$ cat config.mk
export PLATFORM = sky130hd
export DESIGN_NAME = scan_seq_ctrl
export DESIGN_NICKNAME = d
export VERILOG_FILES = /design/src/rtl/scan_seq_ctrl.sv
export SDC_FILE = /design/constraint.sdc
export NUM_CORES = 1
export LEC_CHECK = 0
export CAP_MARGIN = 40
export CORE_ASPECT_RATIO = 2
export CORE_UTILIZATION = 53
export DETAILED_ROUTE_END_ITERATION = 10
export PLACE_DENSITY = 0.78
export SYNTH_ARGS = -nofsm -noshare
export SYNTH_HDL_FRONTEND = slang
export SYNTH_SLANG_ARGS = --single-unit
$ cat constraint.sdc
create_clock -name clk -period 2.7 [get_ports clk]
set_input_delay 0.405 -clock clk [delete_from_list [all_inputs] [get_ports clk]]
set_output_delay 0.405 -clock clk [all_outputs]
set_load 0.01 [all_outputs]
$ cat src/rtl/scan_seq_ctrl.sv
// Two-chain scan sequencer: loads each pattern MSB first, captures, and compares the
// previous pattern's response on so1/so2 while the next one shifts in.
module scan_seq_ctrl #(
    parameter int CHAIN_LEN = 10,
    parameter int CNT_W     = 8
) (
    input  logic                 clk,
    input  logic                 reset,
    input  logic                 start,
    input  logic                 abort,
    input  logic                 pat_valid,
    output logic                 pat_ready,
    input  logic                 pat_last,
    input  logic [CHAIN_LEN-1:0] pat_ch1,
    input  logic [CHAIN_LEN-1:0] pat_ch2,
    input  logic [CHAIN_LEN-1:0] exp_ch1,
    input  logic [CHAIN_LEN-1:0] exp_ch2,
    input  logic                 so1,
    input  logic                 so2,
    output logic                 test_mode,
    output logic                 se,
    output logic                 si1,
    output logic                 si2,
    output logic                 busy,
    output logic                 done,
    output logic                 fail,
    output logic [CNT_W-1:0]     pat_cnt,
    output logic [CNT_W-1:0]     mismatch_cnt
);
    localparam int MSB = CHAIN_LEN - 1;
    localparam int JW  = (CHAIN_LEN > 2) ? $clog2(CHAIN_LEN) : 1;
    localparam logic [JW-1:0] J_LAST = JW'(CHAIN_LEN - 1);
    localparam logic [JW-1:0] J_ONE  = JW'(1);

    typedef enum logic [2:0] {
        S_IDLE   = 3'd0,
        S_WAIT   = 3'd1,
        S_SHIFT  = 3'd2,
        S_CAPT   = 3'd3,
        S_UNLOAD = 3'd4,
        S_DONE   = 3'd5
    } state_t;

    function automatic logic [CNT_W-1:0] sat_add(input logic [CNT_W-1:0] a, input logic [1:0] b);
        logic [CNT_W:0] sum;
        sum = {1'b0, a} + {{(CNT_W-1){1'b0}}, b};
        if (sum[CNT_W]) sat_add = {CNT_W{1'b1}};
        else            sat_add = sum[CNT_W-1:0];
    endfunction

    state_t state_r, state_nxt_s;
    logic pat_ready_r, busy_r, done_r, test_mode_r, se_r, si1_r, si2_r, fail_r;
    logic si1_nxt_s, si2_nxt_s;
    logic [CNT_W-1:0] pat_cnt_r, mismatch_cnt_r;
    logic [CHAIN_LEN-1:0] sh1_r, sh2_r, cmp1_r, cmp2_r, nexp1_r, nexp2_r;
    logic cmp_valid_r, nexp_valid_r, last_r;
    logic [JW-1:0] j_r;
    logic start_s, accept_s, shifting_s, cmp_en_s;
    logic [1:0] diff_s;

    assign start_s    = (state_r == S_IDLE) && start && !abort;
    assign accept_s   = (state_r == S_WAIT) && pat_valid && pat_ready_r && !abort;
    assign shifting_s = (state_r == S_SHIFT) || (state_r == S_UNLOAD);
    assign cmp_en_s   = shifting_s && cmp_valid_r && !abort;
    assign diff_s     = {1'b0, so1 ^ cmp1_r[MSB]} + {1'b0, so2 ^ cmp2_r[MSB]};

    // Next-state selection; abort wins over every other transition.
    always_comb begin
        state_nxt_s = state_r;
        case (state_r)
            S_IDLE:   if (start_s) state_nxt_s = S_WAIT; else state_nxt_s = S_IDLE;
            S_WAIT:   if (abort) state_nxt_s = S_IDLE;
                      else if (accept_s) state_nxt_s = S_SHIFT;
                      else state_nxt_s = S_WAIT;
            S_SHIFT:  if (abort) state_nxt_s = S_IDLE;
                      else if (j_r == J_LAST) state_nxt_s = S_CAPT;
                      else state_nxt_s = S_SHIFT;
            S_CAPT:   if (abort) state_nxt_s = S_IDLE;
                      else if (last_r) state_nxt_s = S_UNLOAD;
                      else state_nxt_s = S_WAIT;
            S_UNLOAD: if (abort) state_nxt_s = S_IDLE;
                      else if (j_r == J_LAST) state_nxt_s = S_DONE;
                      else state_nxt_s = S_UNLOAD;
            S_DONE:   state_nxt_s = S_IDLE;
            default:  state_nxt_s = S_IDLE;
        endcase
    end

    // Scan-in bit for the coming cycle: first bit straight from the pattern at accept.
    always_comb begin
        si1_nxt_s = 1'b0;
        si2_nxt_s = 1'b0;
        if (state_nxt_s == S_SHIFT) begin
            if (state_r == S_WAIT) begin
                si1_nxt_s = pat_ch1[MSB];
                si2_nxt_s = pat_ch2[MSB];
            end else begin
                si1_nxt_s = sh1_r[MSB];
                si2_nxt_s = sh2_r[MSB];
            end
        end else begin
            si1_nxt_s = 1'b0;
            si2_nxt_s = 1'b0;
        end
    end

    // State register and flopped control outputs decoded from the next state.
    always_ff @(posedge clk or negedge reset) begin
        if (!reset) begin
            state_r     <= S_IDLE;
            pat_ready_r <= 1'b0;
            busy_r      <= 1'b0;
            done_r      <= 1'b0;
            test_mode_r <= 1'b0;
            se_r        <= 1'b0;
            si1_r       <= 1'b0;
            si2_r       <= 1'b0;
        end else begin
            state_r     <= state_nxt_s;
            pat_ready_r <= (state_nxt_s == S_WAIT);
            busy_r      <= (state_nxt_s != S_IDLE);
            done_r      <= (state_nxt_s == S_DONE);
            test_mode_r <= (state_nxt_s != S_IDLE) && (state_nxt_s != S_DONE);
            se_r        <= (state_nxt_s == S_SHIFT) || (state_nxt_s == S_UNLOAD);
            si1_r       <= si1_nxt_s;
            si2_r       <= si2_nxt_s;
        end
    end

    // Pattern/expected pipeline: the compare register always holds the previous pattern's response.
    always_ff @(posedge clk or negedge reset) begin
        if (!reset) begin
            sh1_r        <= '0;
            sh2_r        <= '0;
            cmp1_r       <= '0;
            cmp2_r       <= '0;
            nexp1_r      <= '0;
            nexp2_r      <= '0;
            cmp_valid_r  <= 1'b0;
            nexp_valid_r <= 1'b0;
            last_r       <= 1'b0;
            j_r          <= '0;
        end else begin
            if (accept_s) begin
                sh1_r        <= {pat_ch1[MSB-1:0], 1'b0};
                sh2_r        <= {pat_ch2[MSB-1:0], 1'b0};
                cmp1_r       <= nexp1_r;
                cmp2_r       <= nexp2_r;
                cmp_valid_r  <= nexp_valid_r;
                nexp1_r      <= exp_ch1;
                nexp2_r      <= exp_ch2;
                nexp_valid_r <= 1'b1;
                last_r       <= pat_last;
            end else if ((state_r == S_CAPT) && (state_nxt_s == S_UNLOAD)) begin
                cmp1_r      <= nexp1_r;
                cmp2_r      <= nexp2_r;
                cmp_valid_r <= nexp_valid_r;
            end else if (shifting_s) begin
                sh1_r  <= {sh1_r[MSB-1:0], 1'b0};
                sh2_r  <= {sh2_r[MSB-1:0], 1'b0};
                cmp1_r <= {cmp1_r[MSB-1:0], 1'b0};
                cmp2_r <= {cmp2_r[MSB-1:0], 1'b0};
            end else if (start_s) begin
                cmp_valid_r  <= 1'b0;
                nexp_valid_r <= 1'b0;
            end
            if (shifting_s && (j_r != J_LAST)) j_r <= j_r + J_ONE;
            else                               j_r <= '0;
        end
    end

    // Session result counters: cleared on start, held through abort and DONE.
    always_ff @(posedge clk or negedge reset) begin
        if (!reset) begin
            pat_cnt_r      <= '0;
            mismatch_cnt_r <= '0;
            fail_r         <= 1'b0;
        end else if (start_s) begin
            pat_cnt_r      <= '0;
            mismatch_cnt_r <= '0;
            fail_r         <= 1'b0;
        end else begin
            if (cmp_en_s) begin
                mismatch_cnt_r <= sat_add(mismatch_cnt_r, diff_s);
                fail_r         <= fail_r | (diff_s != 2'd0);
            end
            if ((state_r == S_CAPT) && !abort) pat_cnt_r <= sat_add(pat_cnt_r, 2'd1);
        end
    end

    assign pat_ready    = pat_ready_r;
    assign busy         = busy_r;
    assign done         = done_r;
    assign test_mode    = test_mode_r;
    assign se           = se_r;
    assign si1          = si1_r;
    assign si2          = si2_r;
    assign fail         = fail_r;
    assign pat_cnt      = pat_cnt_r;
    assign mismatch_cnt = mismatch_cnt_r;
endmodule

==> results of run 1 <==
-- layout by cell type, fill, tap and decap left out, drive strengths merged, types with 7 or more instances in the layout --
cell type,instances
a21oi,12
a22oi,10
a31oi,28
buf,14
clkbuf,12
clkdlybuf4s50,70
dfrtp,92
ha,7
inv,10
nand2,137
nand3,17
nor2,51
nor3,14
-- power by group through the flow --
stage	combinational [W]	sequential (W)	clock, W
2_1_floorplan	0.000441	0.00191	0
4_1_cts	0.000657	0.00195	0.00149
3_5_place_dp	0.000642	0.00197	0
6_report	0.000643	0.00195	0.00146
5_1_grt	0.000750	0.00199	0.00154
3_3_place_gp	0.000609	0.00196	0
-- layout make-up --
cell class	count	area share (%)
Multi-Input combinational cell	339	33.3
Inverter	10	0.690
Clock inverter	4	1.75
Timing Repair Buffer	84	15.0
Clock buffer	12	4.71
Tap cell	96	2.21
Sequential cell	92	42.3
-- worst max-delay path by stage --
stage / depth (start not counted) / to / startpoint
4_1_cts: 11 / mismatch_cnt[2] / so2
3_5_place_dp: 11 / mismatch_cnt[2] / so2
5_1_grt: 11 / mismatch_cnt[2] / so1
2_1_floorplan: 9 / mismatch_cnt[3] / so1
6_report: 11 / mismatch_cnt[2] / so2
3_3_place_gp: 11 / mismatch_cnt[2] / so1
-- logic make-up (layout without fill, tap and decap cells) --
group / count (synthesis) / after routing
compound gates: 71 / 71
xor+xnor: 5 / 5
fa+ha+maj: 8 / 8
buf+inv: 39 / 110
flops: 92 / 92
mux: 5 / 5
simple gates: 250 / 250
-- sequential cells by signal (all words and copies together), names as in the netlist, 4 cells and up --
register / flops
cmp1_r: 10
cmp2_r: 10
nexp1_r: 10
nexp2_r: 10
sh1_r: 9
sh2_r: 9
mismatch_cnt: 8
pat_cnt: 8
j_r: 4
-- metrics by stage --
step	hold WS (ps)	total power (W)	cell area [um^2]	std cells	setup TNS, ps
after floorplan	109	0.00235	4280	470	0
after global placement	407	0.00256	5090	621	-2.43
after detailed placement	411	0.00261	5090	621	-390
after CTS	48.8	0.00409	5440	637	0
after global routing	66.2	0.00428	5440	637	0
final	31.9	0.00406	5440	637	0
-- metal layers --
metal | global-route usage (%) | vias up | share of wire (%)
met5 | 0 | - | 0
met2 | 45.3 | 102 | 55
met1 | 27.5 | 1748 | 38
met3 | 4.75 | 31 | 3.4
met4 | 14.8 | 0 | 4.2
li1 | - | 1723 | -
==> impl_metrics.tcl, run 1 <==
set metrics [dict create \
    slowest_delay_ps 420 \
    start_util_pct 54.3 \
    timing.final.ws_setup_ps 235 \
    synth_fa_ha_area_share_pct 2.51 \
    core_um2 7890 \
    vias 3604 \
    synth-compound-area-share_pct 11.0 \
    regToRegStartpoint "cmp1_r[9]" \
    drcViolationCount 0 \
    cts_buffers 9 \
    first_pass_iters 4 \
    switching_share_pct 25.7 \
    die_x_um 65.6 \
    power_switching_w 0.00104 \
    fp.dieH_um 129 \
    clk_pin_slew_worst_paths_ps 70 \
    fillers 612 \
    root_buffer "clkbuf_16" \
    yosys_warnings 0 \
    final_util_pct 69.0 \
    h-tree-depth 3 \
    yosysMostFrequentCell "nand2_1" \
    crit_path_start_kind "primary input" \
    postRouteAntennaNets 0 \
    syn2layout_area_growth_pct 27.1 \
    pwr-share-clk_pct 36.1 \
    final_nets 592 \
    cts_tree "built" \
    place_ws_ps -123 \
    grt_usage_pct 25.5 \
    crit_path_end_kind "flip-flop" \
    crit_path_frequent_cell "ha_1" \
    critical-path-top-delay-family "adder cells" \
    clockBufferDepth 2 \
    overflow 0 \
    synth-seq-cells 92 \
    async_reset_ff_share_pct 100 \
    setup_viol 0 \
    muxShareOfSynthArea_pct 1.17 \
    max_freq_ghz 0.406 \
    port_buffers 71 \
    grt_max_degree 54 \
    worst_ep_required_time_ps 2940 \
    viasPerCell 5.66 \
    std_cell_rows 46 \
    synthSimpleGateAreaFrac_pct 26.3 \
    hpwl_um 6780 \
    ys_seq_area_share_pct 53.8 \
    synth_top_family_by_area "simple AND/OR/NAND/NOR gates" \
    min_period_ps 2460 \
    cts_resized 0 \
    powerDensity_nw_per_um2 746 \
    synth-main-ff-cell "dfrtp_1" \
    syn-num-nets 526 \
    crit_chain "clkdlybuf4s50_1, xor2_1, ha_1, ha_1, inv_1, fa_1, nand4b_1, nor2_1, buf_4, nor3_1, a211oi_1" \
    syn_inst 470 \
    finalHoldViolations 0 \
    rrSetupSlack_ps 310 \
    yosysUniqueCellTypes 51 \
    status "finished, final reports clean" \
    synth_edf_count 0 \
    reg2reg_to "mismatch_cnt[2]" \
    worstMarginPinSlew_ps 810 \
    grt_setup_unrepaired "no" \
    cts_sinks 92 \
    io_pins 72 \
    multi_input_area_um2 1810 \
    fin_skew_ps 6.30 \
    cts_setup_buffers 0 \
    synth.area.top_cells "dfrtp_1, nand2_1, nor2_1" \
    dieArea_um2 8460 \
    p_leak_nw 2.54 \
    yosys-top-cells-count "nand2_1, dfrtp_1, nor2_1" \
    netlist_area_um2 4280 \
    irDropWorstVdd_mv 0.521 \
    crit_path_max_fanout 4 \
    clk_latency_ps 340 \
    grt_pass1_wl_um 16300 \
    final-max-slew-violation-count 0 \
    wl_um 9740 \
    seq_power_share_pct 48.1 \
    synth-xor-area-share_pct 1.20 \
    antennaDiodeCount 0 \
    hp-class "in2async" \
    routabilityCongestion 0.800 \
    critical_path_class "in2reg" \
    path_buf_inv 3 \
    seq_area_um2 2300 \
    synth_top_area_share_pct 53.8 \
    slowest_stage "clkdlybuf4s50_1" \
    max_cap_viol_count 0 \
    p_comb_share_pct 15.8 \
    rr_worst_depth 10 \
    relSlewSlack_pct 45.9 \
    hold_buffers 0 \
    yosys.area.top_type "dfrtp_1" \
    synth.avg_cell_area_um2 9.11 \
    cp_data_arrival_time_ps 2710 \
    routedWlPerCell_um 15.3 \
    p_int_w 0.00302 \
    layout-drive-gt1-share_pct 7.21 \
    grt_pass1_vias 3657 \
    antenna_found_initial 0 \
    drtIter0Drc 209 \
    post-route-period-util_pct 91.3 \
]
(Power assumes the default switching activity.)
==> inputs of run 2 (changes only) <==
--- a/config.mk
+++ b/config.mk
@@ -10,6 +10,7 @@
 export CORE_UTILIZATION = 53
 export DETAILED_ROUTE_END_ITERATION = 10
 export PLACE_DENSITY = 0.78
+export SKIP_LAST_GASP = 1
 export SYNTH_ARGS = -nofsm -noshare
 export SYNTH_HDL_FRONTEND = slang
 export SYNTH_SLANG_ARGS = --single-unit
==> results of run 2 <==
Final layout, timing and power as in run 1 (identical DEF).
